## config.mk

```make
export PLATFORM = sky130hd
export DESIGN_NAME = if_fetch_queue
export DESIGN_NICKNAME = d
export VERILOG_FILES = /design/src/rtl/if_pkg.sv /design/src/rtl/if_queue.sv /design/src/rtl/if_fetch_queue.sv
export SDC_FILE = /design/constraint.sdc
export NUM_CORES = 1
export LEC_CHECK = 0
export BUFFER_PORTS_ARGS = -buffer_cell sky130_fd_sc_hd__buf_2
export CORE_ASPECT_RATIO = 0.5
export CORE_MARGIN = 2
export CORE_UTILIZATION = 64
export CTS_CLUSTER_SIZE = 24
export DETAILED_ROUTE_END_ITERATION = 8
export PLACE_DENSITY_LB_ADDON = 0.1
export SKIP_CTS_REPAIR_TIMING = 1
export SYNTH_ARGS = -nofsm -noshare
export SYNTH_HDL_FRONTEND = slang
export SYNTH_SLANG_ARGS = --single-unit
```

## constraint.sdc

```tcl
create_clock -name clk -period 6.99 [get_ports clk]
set_input_delay 0.699 -clock clk [delete_from_list [all_inputs] [get_ports clk]]
set_output_delay 0.699 -clock clk [all_outputs]
set_load 0.005 [all_outputs]
```

## src/rtl/if_pkg.sv

```systemverilog
// Shared widths, fetch defaults and the queue entry layout for the fetch stage.
package if_pkg;

  localparam int          WORD_W   = 32;
  localparam logic [31:0] PC_STEP  = 32'd4;
  localparam logic [31:0] RESET_PC = 32'd0;

  typedef struct packed {
    logic [WORD_W-1:0] instr;
    logic [WORD_W-1:0] pc4;
  } fetch_entry_t;

endpackage

```

## src/rtl/if_queue.sv

```systemverilog
// Synchronous FIFO of fetch entries; head is registered and holds its last value when empty.
// Clear beats push/pop; push is accepted while full only together with a pop.
module if_queue
  import if_pkg::*;
#(
  parameter int DEPTH = 4
) (
  input  logic                   clk,
  input  logic                   rst_n,
  input  logic                   push,
  input  fetch_entry_t           push_dat,
  input  logic                   pop,
  input  logic                   clear,
  output logic                   full,
  output logic                   empty,
  output logic [$clog2(DEPTH):0] count,
  output fetch_entry_t           head_dat
);

  localparam int AW = $clog2(DEPTH);
  localparam int CW = AW + 1;

  fetch_entry_t  mem_q [DEPTH];
  fetch_entry_t  head_q, head_d;
  logic [AW-1:0] rd_ptr_q, rd_ptr_d, wr_ptr_q, wr_ptr_d;
  logic [CW-1:0] count_q, count_d;
  logic          do_push, do_pop;

  assign full    = (count_q == CW'(DEPTH));
  assign empty   = (count_q == '0);
  assign do_pop  = pop && !empty && !clear;
  assign do_push = push && (!full || do_pop) && !clear;

  always_comb begin
    rd_ptr_d = rd_ptr_q;
    wr_ptr_d = wr_ptr_q;
    count_d  = count_q;
    head_d   = head_q;
    if (clear) begin
      rd_ptr_d = '0;
      wr_ptr_d = '0;
      count_d  = '0;
    end else begin
      if (do_pop)  rd_ptr_d = rd_ptr_q + 1'b1;
      if (do_push) wr_ptr_d = wr_ptr_q + 1'b1;
      count_d = count_q + CW'(do_push) - CW'(do_pop);
      // A word pushed into a queue that is empty after this pop becomes the head directly.
      if (do_push && (count_q - CW'(do_pop)) == '0) head_d = push_dat;
      else if (count_d != '0)                       head_d = mem_q[rd_ptr_d];
    end
  end

  always_ff @(posedge clk) begin
    if (do_push) mem_q[wr_ptr_q] <= push_dat;
  end

  always_ff @(posedge clk or negedge rst_n) begin
    if (!rst_n) begin
      rd_ptr_q <= '0;
      wr_ptr_q <= '0;
      count_q  <= '0;
      head_q   <= '0;
    end else begin
      rd_ptr_q <= rd_ptr_d;
      wr_ptr_q <= wr_ptr_d;
      count_q  <= count_d;
      head_q   <= head_d;
    end
  end

  assign count    = count_q;
  assign head_dat = head_q;

endmodule

```

## src/rtl/if_fetch_queue.sv

```systemverilog
// Fetch stage: PC register, combinational imem access, 1-cycle fetch->decode queue; id_ready low stalls PC once full.
// Taken branch flushes the queue and redirects PC; IF_FETCH_STATS_EN adds saturating fetch/flush/stall counters.
module if_fetch_queue
  import if_pkg::*;
#(
  parameter int          DEPTH    = 4,
  parameter logic [31:0] RESET_PC = if_pkg::RESET_PC,
  parameter logic [31:0] PC_STEP  = if_pkg::PC_STEP
) (
  input  logic                   clk,
  input  logic                   rst,
  output logic [31:0]            PC_out,
  input  logic [31:0]            instruction,
  input  logic                   branch_taken,
  input  logic [31:0]            branch_addr,
  output logic                   id_valid,
  input  logic                   id_ready,
  output logic [31:0]            id_instruction,
  output logic [31:0]            id_pc,
  output logic [$clog2(DEPTH):0] queue_count
`ifdef IF_FETCH_STATS_EN
  ,
  output logic [31:0]            stat_fetched,
  output logic [31:0]            stat_flushed,
  output logic [31:0]            stat_stall
`endif
);

  logic [31:0]  pc_q, pc_d;
  logic         q_full, q_empty, push_ok, pop_ok;
  fetch_entry_t push_ent, head;

  assign pop_ok   = !q_empty && id_ready && !branch_taken;
  assign push_ok  = !branch_taken && (!q_full || pop_ok);
  assign push_ent = '{instr: instruction, pc4: pc_q + PC_STEP};

  always_comb begin
    pc_d = pc_q;
    if (branch_taken) pc_d = branch_addr & 32'hFFFF_FFFC;
    else if (push_ok) pc_d = pc_q + PC_STEP;
  end

  always_ff @(posedge clk or negedge rst) begin
    if (!rst) pc_q <= RESET_PC;
    else      pc_q <= pc_d;
  end

  if_queue #(.DEPTH(DEPTH)) u_queue (
    .clk      (clk),
    .rst_n    (rst),
    .push     (push_ok),
    .push_dat (push_ent),
    .pop      (pop_ok),
    .clear    (branch_taken),
    .full     (q_full),
    .empty    (q_empty),
    .count    (queue_count),
    .head_dat (head)
  );

  assign PC_out         = pc_q;
  assign id_valid       = !q_empty;
  assign id_instruction = head.instr;
  assign id_pc          = head.pc4;

`ifdef IF_FETCH_STATS_EN
  logic [31:0] fetched_q, flushed_q, stall_q;
  logic [32:0] flush_sum;

  assign flush_sum = {1'b0, flushed_q} + 33'(queue_count);

  always_ff @(posedge clk or negedge rst) begin
    if (!rst) begin
      fetched_q <= '0;
      flushed_q <= '0;
      stall_q   <= '0;
    end else begin
      if (push_ok && fetched_q != '1)              fetched_q <= fetched_q + 32'd1;
      if (branch_taken)                            flushed_q <= flush_sum[32] ? '1 : flush_sum[31:0];
      if (id_valid && !id_ready && stall_q != '1) stall_q   <= stall_q + 32'd1;
    end
  end

  assign stat_fetched = fetched_q;
  assign stat_flushed = flushed_q;
  assign stat_stall   = stall_q;
`endif

endmodule

```

Word-level counts from Yosys, hierarchy flattened

Memory sizes are Yosys's and may differ from the RTL's.
Index checks and enable logic that the tools add are counted.

Logic and storage cells: 47
Bits in registers: 103
Memories kept: 1
Bits of input ports: 68
Output and inout bits: 100
Memory bits (writable): 256

Eq/ne operators: 1
Reduce and logical (&&, ||, !) cells: 20
$add $sub $neg: 6
Mux-type cells: 12
Bitwise logic cells: 1

Memory list:

| name          | words | width | read ports | clocked after memory_dff | write ports | RTL line       | RTL |
|---|---|---|---|---|---|---|---|
| u_queue.mem_q | 4     | 64    | 1          | 0                        | 1           | if_queue.sv:23 | `fetch_entry_t mem_q [DEPTH];` |

Operator list:

| kind                    | number |
|---|---|
| $mux W64                | 2 |
| $mux W32                | 2 |
| $add A32 B3 Y32 const B | 1 |
| $mux W2                 | 5 |
| $logic_and A1 B1 Y1     | 8 |
| $logic_not A3 Y1        | 2 |
| $reduce_bool A2 Y1      | 3 |
| $sub A3 B1 Y3           | 2 |
| $add A2 B1 Y2 const B   | 2 |
| $add A3 B1 Y3           | 1 |
| $eq A3 B3 Y1 const B    | 1 |
| $logic_not A1 Y1        | 3 |
| $mux W3                 | 1 |
| $reduce_bool A3 Y1      | 1 |
| $logic_or A1 B1 Y1      | 2 |
| $mux W1                 | 2 |
| $reduce_and A2 Y1       | 1 |
| $not A1 Y1              | 1 |

Longest topological paths before layout

Gate-level depths: netlist of run 1.

Word-level depth: 14
Mapped depth: 18
Gate-level depth less buffers: 15

By module

A second synthesis of run 1 with hierarchy kept.

Cell total of the unflattened synthesis: 1962
Area, all modules: 19213.4 µm²

Modules (own cells, without submodules):

| module         | cells an instance | instances | sequential area each (µm²) | area each (µm²) |
|---|---|---|---|---|
| if_queue       | 1690              | 1         | 9464.1                     | 16962.5 |
| if_fetch_queue | 272               | 1         | 750.7                      | 2250.9 |

Worst setup path after synthesis of run 1

No wires, ideal clock.

Path kind: input-to-reg
Start: input id_ready
End: register u_queue.head_q (netlist bit u_queue.head_dat[27])
Slack: 3404 ps
Buffers on the path: 3
Required time: 6864 ps
Setup time: 126 ps
Cell stages on the path: 17
Arrival time: 3460 ps
Cells stage by stage: nor2b_1 buf_4 nand2_2 inv_2 buf_2 buf_2 ha_1 inv_1 ha_1 inv_1 fa_1 nor2b_1 a21oi_4 nand2_2 nor2_1 a22o_1 a221o_1

Word-level cells in the longest chain between the ends: 12
Elaborated cells on any way between the ends: 22
Classes of those cells: 3 x add/sub; 4 x mux; 14 x reduce/logical; 1 x memory

Ends and longest elaborated chain:

| element                              | RTL line             | RTL |
|---|---|---|
| from (decl)                          | if_fetch_queue.sv:17 | `input logic id_ready,` |
| $logic_and A1 B1 Y1 (*) (2 in a row) | if_fetch_queue.sv:33 | `assign pop_ok = !q_empty && id_ready && !branch_taken;` |
| $logic_and A1 B1 Y1 (2 in a row)     | if_queue.sv:31       | `assign do_pop = pop && !empty && !clear;` |
| $logic_or A1 B1 Y1                   | if_queue.sv:32       | `assign do_push = push && (!full \|\| do_pop) && !clear;` |
| $logic_and A1 B1 Y1 (2 in a row)     | if_queue.sv:32       |  |
| $add A3 B1 Y3                        | if_queue.sv:46       | `count_d = count_q + CW'(do_push) - CW'(do_pop);` |
| $sub A3 B1 Y3                        | if_queue.sv:46       |  |
| $reduce_bool A3 Y1                   | if_queue.sv:49       | `else if (count_d != '0) head_d = mem_q[rd_ptr_d];` |
| $reduce_bool A2 Y1 (no line)         | -                    |  |
| $reduce_and A2 Y1 (no line)          | -                    |  |
| to (signal assigned)                 | if_queue.sv:62       | `head_q <= '0;` |
| to (signal assigned)                 | if_queue.sv:67       | `head_q <= head_d;` |
| to (decl)                            | if_queue.sv:24       | `fetch_entry_t head_q, head_d;` |

Mark *: on every way between the ends. The rest lies on a longest branch, timed or not. The select of a mux whose other input is x is not followed.
A chain may end at the register's enable or synchronous reset.

Worst setup path in the final report of run 1

Start: register u_queue.count_q[1] (netlist: u_queue.count[1])
End: register u_queue.head_q (netlist bit u_queue.head_dat[40])

Word-level cells in the longest chain between the ends: 14
Elaborated cells on any way between the ends: 26
Classes of those cells: 3 x add/sub; 1 x eq/ne; 4 x mux; 17 x reduce/logical; 1 x memory

Ends and longest elaborated chain:

| element                          | RTL line                             | RTL |
|---|---|---|
| from (decl)                      | if_queue.sv:26                       | `logic [CW-1:0] count_q, count_d;` |
| from (signal assigned)           | if_queue.sv:66                       | `count_q <= count_d;` |
| $logic_not A3 Y1                 | if_queue.sv:30                       | `assign empty = (count_q == '0);` |
| $logic_not A1 Y1                 | if_queue.sv:31, if_fetch_queue.sv:33 |  |
| $logic_and A1 B1 Y1 (2 in a row) | if_fetch_queue.sv:33                 |  |
| $logic_and A1 B1 Y1 (2 in a row) | if_queue.sv:31                       |  |
| $logic_or A1 B1 Y1               | if_queue.sv:32                       |  |
| $logic_and A1 B1 Y1 (2 in a row) | if_queue.sv:32                       |  |
| $add A3 B1 Y3                    | if_queue.sv:46                       |  |
| $sub A3 B1 Y3                    | if_queue.sv:46                       |  |
| $reduce_bool A3 Y1               | if_queue.sv:49                       |  |
| $reduce_bool A2 Y1 (no line)     | -                                    |  |
| $reduce_and A2 Y1 (no line)      | -                                    |  |

Several ways; a longest one is shown, not always the timed one. The select of a mux whose other input is x is not followed.

==> results of run 1 <==
[power by group through the flow]
stage | clock network [mW] | logic [mW] | registers [mW]
final | 1.66 | 2.17 | 2.90
after CTS | 1.67 | 2.17 | 2.90
after floorplan | 0 | 1.41 | 2.88
after global routing | 1.75 | 2.37 | 2.94
after global placement | 0 | 2.09 | 2.91
after detailed placement | 0 | 2.15 | 2.93
[worst reg2reg max path: cells and delay by family (launching register included)]
family	cells	cell delay (ns)
AOI/OAI and AO/OA	2	0.33
buffers and inverters	4	1.18
and+or+nand+nor	5	2.02
DFF	1	0.50
adders and majority gates	2	0.87
[flip-flops by register name (all words and copies together) (netlist names)]
register,flops
PC_out,30
u_queue.count,3
u_queue.head_dat,62
u_queue.mem_q,248
u_queue.rd_ptr_q,2
u_queue.wr_ptr_q,2
[layout make-up]
type | instances | area, sq um
inverter | 13 | 50.0
clock inverter | 14 | 126
clock buffer | 44 | 845
multi-input combinational | 798 | 5960
fill | 1681 | 6850
tap | 344 | 430
sequential | 347 | 9930
timing repair buffer | 180 | 951
[kinds of logic (layout without fill, tap and decap cells)]
kind of cell | count (synthesis) | count (layout)
AO/OA/AOI/OAI | 308 | 308
XOR/XNOR | 60 | 60
adder cells (fa/ha/maj) | 10 | 10
buffers and inverters | 110 | 251
flip-flops | 347 | 347
multiplexers | 127 | 127
other | 1 | 4
AND/OR/NAND/NOR | 289 | 289
[metrics by stage]
stage	power, mW	hold slack (ns)	instances	cell area, sq um	setup WS, ns
after global placement	5.00	0.479	1682	17300	2.07
after CTS	6.73	0.206	1740	18300	2.02
after floorplan	4.29	0.403	1255	16300	3.40
final	6.73	0.174	1740	18300	2.02
after global routing	7.06	0.242	1740	18300	1.67
after detailed placement	5.08	0.480	1682	17300	1.94
[cells in the final DEF (no fill, tap or decap), drive strengths merged, types with 33 or more instances in the layout]
cell type	n
edfxtp	248
buf	180
nand2	161
o21ai	113
dfrtp	99
mux2i	83
a221oi	51
nor2	48
clkbuf	44
mux4	41
a22oi	40
xnor2	33
[layer usage]
metal | track usage, % | up-vias | wire length, um
met1 | 44.0 | 5778 | 17100
met3 | 5.28 | 66 | 3950
met5 | 0 | - | 0
met4 | 7.18 | 0 | 640
met2 | 50.4 | 627 | 19600
li1 | - | 5066 | -
[how the worst max path moves through the flow]
stage | depth (start not counted) | endpoint | slack [ns] | startpoint
3_5_place_dp | 13 | u_queue.head_dat[10] | 1.94 | id_ready
6_report | 13 | u_queue.head_dat[40] | 2.02 | u_queue.count[1]
2_1_floorplan | 17 | u_queue.head_dat[27] | 3.40 | id_ready
3_3_place_gp | 14 | u_queue.head_dat[2] | 2.07 | id_ready
5_1_grt | 13 | u_queue.head_dat[46] | 1.67 | u_queue.count[1]
4_1_cts | 13 | u_queue.head_dat[40] | 2.02 | u_queue.count[1]
==> results.cfg, run 1 <==
[status]
status = completed

[cells_and_area]
layout-drive-gt1-share_pct = 21.1
syn_to_final_growth_pct = 12.0
final_util_pct = 72.8
num-nets-final = 1449
n_antenna_cell = 0

[timing]
clock.fmax_mhz = 201
timing.final.crit_share_pct = 71.1
fin_setup_tns_ns = 0
rsz0062_at_grt = false
worst_pin_slew_ns = 1.07
maxSlewHeadroom_pct = 28.3
slew_viol_final = 0
skew_ns = 0.0165
post-route-min-period_ns = 4.97
hold_viol = 0
setup_viol = 0

[power_and_ir_drop]
p_switching_mw = 2.35
power_frac_comb_pct = 32.2
clockPowerShare_pct = 24.6
power_density_nw_per_um2 = 368
ir_drop_mv = 0.303
p_int_mw = 4.38
leakage_nw = 7.18
pwr-share-seq_pct = 43.2
swShare_pct = 34.9

[floorplanning]
coreArea_sq_um = 25100
io_pins = 168
die-area_sq_um = 26900
placementRows = 41
start_util_pct = 65.0
die_h_um = 117
die_width_um = 230

[routing]
vias = 11500
post-route-drc-count = 0
first_pass_iters = 5
wl_per_cell_um = 23.7
routed_wl_um = 41300
postRouteAntennaNets = 0
drt_iter0_drc = 1474
via_per_inst = 6.63

[critical_path]
rr_startpoint = u_queue.count[1]
crit_arrival_ns = 5.48
cp_top_family = simple AND/OR/NAND/NOR gates
cp_cell_sequence = nor3_2 > inv_2 > nand2_8 > clkinv_2 > buf_4 > ha_1 > fa_1 > nor2b_1 > a21oi_4 > nor2_4 > buf_4 > a22oi_1 > nand2_1
worstSetupPathType = flop to flop
worstPathRequired_ns = 7.49
path_common_cell = buf_4
reg2reg_slack_ns = 2.02
startpoint_type = flop
ff2ff_path_depth = 13
critPathMaxFanout = 73
slowest_delay_ns = 0.83
endpoint_kind = flop
cp_num_buf_inv = 4
r2r-end = u_queue.head_dat[40]
cp_slowest_cell = nor2_4

[global_route]
grt_pass1_wl_um = 63100
gr-total-overflow = 0
grt_pass1_vias = 11500
grt_max_degree = 75
antenna_found_initial = 0
grt.total_usage_pct = 30.7

[synth]
netlist_area_sq_um = 16300
ys.warnings.count = 0
ys.flop_type = edfxtp_1
synth_top_area_share_pct = 45.6
avgSynthCellArea_sq_um = 13.0
synth-edff-count = 248
synth_fa_ha_area_share_pct = 0.812
synth-simple-area-share_pct = 8.07
async_flop_share_pct = 28.5
synth_top_family_by_area = compound AO/OA/AOI/OAI gates
synth.distinct_cells = 56
synth-seq-cells = 347
synth_top_area_cell = edfxtp_1
synth_compound_area_share_pct = 13.0
synth_mux_area_share_pct = 10.9
syn_inst = 1252
synth_area_leaders = edfxtp_1, dfrtp_1, mux4_2
synth_xor_area_share_pct = 3.30
yosysMostFrequentCell = edfxtp_1
seq_area_frac_synth_pct = 60.8
synth_common_cells = edfxtp_1, nand2_1, dfrtp_1, mux2i_1, o21ai_0

[clock_tree]
clock_path_buffers = 3
cts_tree = done
cts_max_level = 1
clock_latency_ns = 0.58
clkSlewWorstSetupHoldPaths_ns = 0.06
root_buffer = clkbuf_16
cts-buffers-inserted = 31
clock-sinks = 347

[placement]
hpwl_um = 23700
gp_congestion = 0.801
io_buffers = 161

[job]
max-cap-violations = 0

[worst_hold_path]
min_path_type = input port to async pin
(Power assumes the default switching activity.)
==> run 2, diff against run 1 <==
--- a/config.mk
+++ b/config.mk
@@ -5,10 +5,11 @@
 export SDC_FILE = /design/constraint.sdc
 export NUM_CORES = 1
 export LEC_CHECK = 0
+export ABC_AREA = 1
 export BUFFER_PORTS_ARGS = -buffer_cell sky130_fd_sc_hd__buf_2
 export CORE_ASPECT_RATIO = 0.5
 export CORE_MARGIN = 2
-export CORE_UTILIZATION = 64
+export CORE_UTILIZATION = 59
 export CTS_CLUSTER_SIZE = 24
 export DETAILED_ROUTE_END_ITERATION = 8
 export PLACE_DENSITY_LB_ADDON = 0.1
==> constraint.sdc (replaced) <==
create_clock -name clk -period 5 [get_ports clk]
set_input_delay 0.5 -clock clk [delete_from_list [all_inputs] [get_ports clk]]
set_output_delay 0.5 -clock clk [all_outputs]
set_load 0.005 [all_outputs]
==> run 2 against run 1 <==
Count of clock-buffer cells in the layout shrank 1. Clock skew grew 0.0047 ns. Sequential cell count is the same. Combinational power grew 55%. Global-route usage shrank 2.0 points. Clock power grew 43%. Fmax grew 55%. Sequential share of layout area grew 4.3 points. Hold slack lost 0.14 ns. Critical path type unchanged. Largest power group unchanged. Highest routed layer unchanged.
==> results.cfg, run 2 <==
[routing]
vias = 11300
wl_per_cell_um = 20.0
post-route-drc-count = 0
routed_wl_um = 38300
postRouteAntennaNets = 0
via_per_inst = 5.86
first_pass_iters = 5
drt_iter0_drc = 1254

[timing]
slew_viol_final = 0
worst_pin_slew_ns = 1.02
fin_setup_tns_ns = 0
setup_viol = 0
hold_slack_ns = 0.0340
post-route-min-period_ns = 3.20
skew_ns = 0.0212
hold_viol = 0
clock.fmax_mhz = 313
maxSlewHeadroom_pct = 32.2
rsz0062_at_grt = false
timing.final.crit_share_pct = 64.0
postLayoutSetupSlackWorst_ns = 1.80

[floorplanning]
placementRows = 41
die_width_um = 229
io_pins = 168
start_util_pct = 59.7
die_h_um = 117
coreArea_sq_um = 25000
die-area_sq_um = 26700

[cells_and_area]
top_register = u_queue.mem_q
syn_to_final_growth_pct = 13.4
final_common_cell = nand2_1
n_antenna_cell = 0
layout_common_cells = nand2_1, nand3_1, edfxtp_1
layout-drive-gt1-share_pct = 15.9
largest_register_ff_count = 248
num-nets-final = 1630
final_util_pct = 67.7
fin_cells = 1920

[clock_tree]
clkSlewWorstSetupHoldPaths_ns = 0.07
cts-buffers-inserted = 30
clock_latency_ns = 0.58
clock-sinks = 347
root_buffer = clkbuf_16
cts_tree = done
clock_path_buffers = 3
cts_max_level = 1

[critical_path]
cp_top_family = simple AND/OR/NAND/NOR gates
startpoint_type = flop
reg2reg_slack_ns = 1.80
critPathMaxFanout = 62
crit_end = u_queue.head_dat[13]
r2r-end = u_queue.head_dat[13]
worstPathRequired_ns = 5.49
crit_arrival_ns = 3.69
cp_slowest_cell = dfrtp_1
cp_num_buf_inv = 5
worstSetupPathType = flop to flop
ff2ff_path_depth = 19
endpoint_kind = flop
slowest_delay_ns = 0.45
critPathLaunch = u_queue.count[1]
rr_startpoint = u_queue.count[1]
crit_cells = 19
cp_cell_sequence = nor2_2 > nand2_2 > nand2_2 > inv_1 > ha_1 > inv_1 > ha_1 > inv_1 > fa_1 > inv_1 > nand2_1 > nand3_1 > nand2_1 > nand2_1 > nand2_1 > nor2_4 > buf_12 > nand3_1 > nand3_1

[global_route]
gr-total-overflow = 0
grt_max_degree = 77
grt.total_usage_pct = 28.8
grt_pass1_vias = 10500
antenna_found_initial = 0
grt_pass1_wl_um = 59000

[synth]
synth-edff-count = 248
netlist_area_sq_um = 14900
avgSynthCellArea_sq_um = 10.5
synth_top_area_cell = edfxtp_1
synth_common_cells = nand2_1, nand3_1, edfxtp_1, dfrtp_1, nor2_1
synth-seq-cells = 347
syn_inst = 1420
synth.distinct_cells = 33
ys.warnings.count = 0
ys.flop_type = edfxtp_1
synth_area_leaders = edfxtp_1, dfrtp_1, nand3_1
async_flop_share_pct = 28.5
seq_area_frac_synth_pct = 66.4
yosysMostFrequentCell = nand2_1
synth_top_area_share_pct = 49.8

[job]
max-cap-violations = 0

[power_and_ir_drop]
ir_drop_mv = 0.499
power_density_nw_per_um2 = 589
leakage_nw = 6.93

[placement]
hpwl_um = 21800
io_buffers = 161
dp_slack_ns = 1.78
gp_congestion = 0.911
place_inst = 1864

[worst_hold_path]
min_path_type = input port to async pin

[status]
status = completed
-- run 2: report_power, final --
part / total, mW / internal, mW / switching [mW]
Sequential: 4.25 / 3.90 / 0.350
Clock: 2.37 / 1.33 / 1.04
Combinational: 3.36 / 1.06 / 2.31
Total: 9.98 / 6.28 / 3.70
-- run 2: how the worst min path moves through the flow --
stage                          from                    to  slack, ns  depth (start not counted)
6_report                        rst      u_queue.count[1]       0.03                          2
5_1_grt                         rst      u_queue.count[0]       0.09                          2
3_3_place_gp   u_queue.head_dat[45]  u_queue.head_dat[45]       0.47                          2
2_1_floorplan                   rst            PC_out[10]       0.20                          0
3_5_place_dp   u_queue.head_dat[43]  u_queue.head_dat[43]       0.48                          2
4_1_cts                         rst      u_queue.count[1]       0.05                          2
-- run 2: layout make-up --
cell class / count / area [sq um]
Clock buffer: 43 / 840
Clock inverter: 13 / 154
Fill cell: 1994 / 8080
Inverter: 30 / 115
Multi-Input combinational cell: 964 / 4510
Sequential cell: 347 / 9920
Tap cell: 344 / 430
Timing Repair Buffer: 179 / 981
-- run 2: metal layers --
metal | global-route usage (%) | part of all wire, % | up-vias
li1 | - | - | 5152
met1 | 42.9 | 44 | 5552
met2 | 46.4 | 47 | 513
met3 | 3.81 | 8.1 | 42
met4 | 5.58 | 1.2 | 0
met5 | 0 | 0 | -
-- run 2: logic make-up after synthesis --
logic type      count (synthesis)  synth area share (%)
compound gates                  8                 0.393
xor+xnor                       14                 0.820
fa+ha+maj                      10                 0.887
buf+inv                       112                  3.81
flops                         347                  66.4
other cells                     1                0.0251
simple gates                  928                  27.7
-- run 2: metrics by stage --
stage / total power [mW] / instance area, sq um
3_5_place_dp: 7.65 / 16000
5_1_grt: 10.5 / 17000
2_1_floorplan: 6.44 / 15000
4_1_cts: 10.0 / 17000
6_report: 9.98 / 17000
3_3_place_gp: 7.55 / 16000
==> run 3, diff against run 2 <==
--- a/config.mk
+++ b/config.mk
@@ -9,7 +9,7 @@
 export BUFFER_PORTS_ARGS = -buffer_cell sky130_fd_sc_hd__buf_2
 export CORE_ASPECT_RATIO = 0.5
 export CORE_MARGIN = 2
-export CORE_UTILIZATION = 59
+export CORE_UTILIZATION = 53
 export CTS_CLUSTER_SIZE = 24
 export DETAILED_ROUTE_END_ITERATION = 8
 export PLACE_DENSITY_LB_ADDON = 0.1
==> constraint.sdc (replaced) <==
create_clock -name clk -period 2.8 [get_ports clk]
set_input_delay 0.28 -clock clk [delete_from_list [all_inputs] [get_ports clk]]
set_output_delay 0.28 -clock clk [all_outputs]
set_load 0.005 [all_outputs]
==> run 3 against run 2 <==
Sequential cell count unchanged. First-iteration DRC count is 14% lower. Routed wire length increased by 7.2%. Highest routed layer unchanged. Cell area up 9.5%. Hold slack better by 0.077 ns. Combinational power grew 130%.
==> results.cfg, run 3 (synthesized netlist as in run 2, its figures left out) <==
[critical_path]
critPathLaunch = u_queue.count[0]
startpoint_type = flop
reg2reg_slack_ns = 0.07
ff2ff_path_depth = 17
worstPathRequired_ns = 3.32
worstSetupPathType = flop to flop
rr_startpoint = u_queue.count[0]
crit_arrival_ns = 3.26
critPathMaxFanout = 12
r2r-end = u_queue.head_dat[31]
endpoint_kind = flop
crit_end = u_queue.head_dat[31]

[timing]
setup_viol = 0
clock.fmax_mhz = 366
worst_pin_slew_ns = 0.749
timing.final.crit_share_pct = 97.5
fin_setup_tns_ns = 0
postLayoutSetupSlackWorst_ns = 0.0688
rsz0062_at_grt = true
skew_ns = 0.0126
maxSlewHeadroom_pct = 49.7
hold_viol = 0
hold_slack_ns = 0.111
post-route-min-period_ns = 2.73
slew_viol_final = 0

[routing]
routed_wl_um = 41100
first_pass_iters = 5
drt_iter0_drc = 1073
vias = 11700
wl_per_cell_um = 19.9
postRouteAntennaNets = 0
via_per_inst = 5.66
post-route-drc-count = 0

[power_and_ir_drop]
p_switching_mw = 7.28
p_total_mw = 19.7
p_int_mw = 12.4
clockPowerShare_pct = 22.2
pwr-share-seq_pct = 38.6
swShare_pct = 37.0
leakage_nw = 7.61
power_frac_comb_pct = 39.2
power_density_nw_per_um2 = 1060
ir_drop_mv = 0.760

[cells_and_area]
register_area_sq_um = 9920
syn_to_final_growth_pct = 24.1
layout-drive-gt1-share_pct = 19.8
nFillCells = 2135
final_util_pct = 67.0
num-nets-final = 1732
largest_register_ff_count = 248
final_area_sq_um = 18600
top_register = u_queue.mem_q
final_common_cell = nand2_1
n_antenna_cell = 0
multi_input_area_sq_um = 4720
layout_common_cells = nand2_1, nand3_1, edfxtp_1
fin_cells = 2061

[clock_tree]
clock_latency_ns = 0.59
clock_path_buffers = 3
cts_tree = done
cts-buffers-inserted = 31
root_buffer = clkbuf_16
clkSlewWorstSetupHoldPaths_ns = 0.07
cts_max_level = 1
clock-sinks = 347

[global_route]
grt_pass1_wl_um = 59600
grt.total_usage_pct = 26.4
antenna_found_initial = 0
grt_max_degree = 125
grt_pass1_vias = 10800
gr-total-overflow = 0

[floorplanning]
die_width_um = 241
die-area_sq_um = 29600
start_util_pct = 53.9
coreArea_sq_um = 27700
die_h_um = 123
placementRows = 43
io_pins = 168

[placement]
io_buffers = 161
dpl-instance-area_sq_um = 16400
gp_congestion = 0.837
place_inst = 1927
hpwl_um = 22500
dp_slack_ns = -0.0239

[job]
max-cap-violations = 0

[status]
status = completed

[worst_hold_path]
holdPathStages = 3
min_path_type = input port to flop
-- run 3: metal layers --
layer	part of all wire, %	vias up	global-route usage, %
li1	-	5392	-
met1	43	5683	38.2
met2	45	508	41.6
met3	8.8	82	4.27
met4	2.6	0	7.41
met5	0	-	0
-- run 3: worst min path at each step --
stage / start / endpoint / slack, ns
6_report: branch_taken / u_queue.count[1] / 0.11
3_5_place_dp: rst / u_queue.head_dat[38] / 0.31
4_1_cts: rst / u_queue.head_dat[41] / -0.32
2_1_floorplan: rst / PC_out[10] / -0.02
3_3_place_gp: rst / u_queue.head_dat[38] / 0.30
5_1_grt: branch_taken / u_queue.count[1] / 0.12
-- run 3: power groups by stage --
stage	clock, mW	combinational, mW	sequential (mW)
after floorplan	0	3.86	7.64
after global placement	0	6.28	7.63
after detailed placement	0	6.39	7.68
after CTS	4.41	6.42	7.59
after global routing	4.62	8.43	7.70
final	4.36	7.72	7.60
-- run 3: final cells by class --
class | instances | share of cell area (%)
Inverter | 30 | 0.620
Clock buffer | 42 | 4.67
Clock inverter | 16 | 0.904
Tap cell | 382 | 2.58
Sequential cell | 347 | 53.5
Multi-Input combinational cell | 964 | 25.4
Timing Repair Buffer | 280 | 12.3
-- run 3: worst max-delay path, stage by stage (launching register included) --
cell,delay [ns]
dfrtp_1,0.39
nor2_2,0.16
nand2_2,0.07
nand2_2,0.08
inv_2,0.05
ha_4,0.20
inv_2,0.06
ha_4,0.13
inv_2,0.03
fa_2,0.54
inv_2,0.05
nor2_4,0.11
nand2_4,0.09
a21oi_4,0.17
buf_12,0.19
clkbuf_16,0.21
nand2_1,0.06
nand3_1,0.08
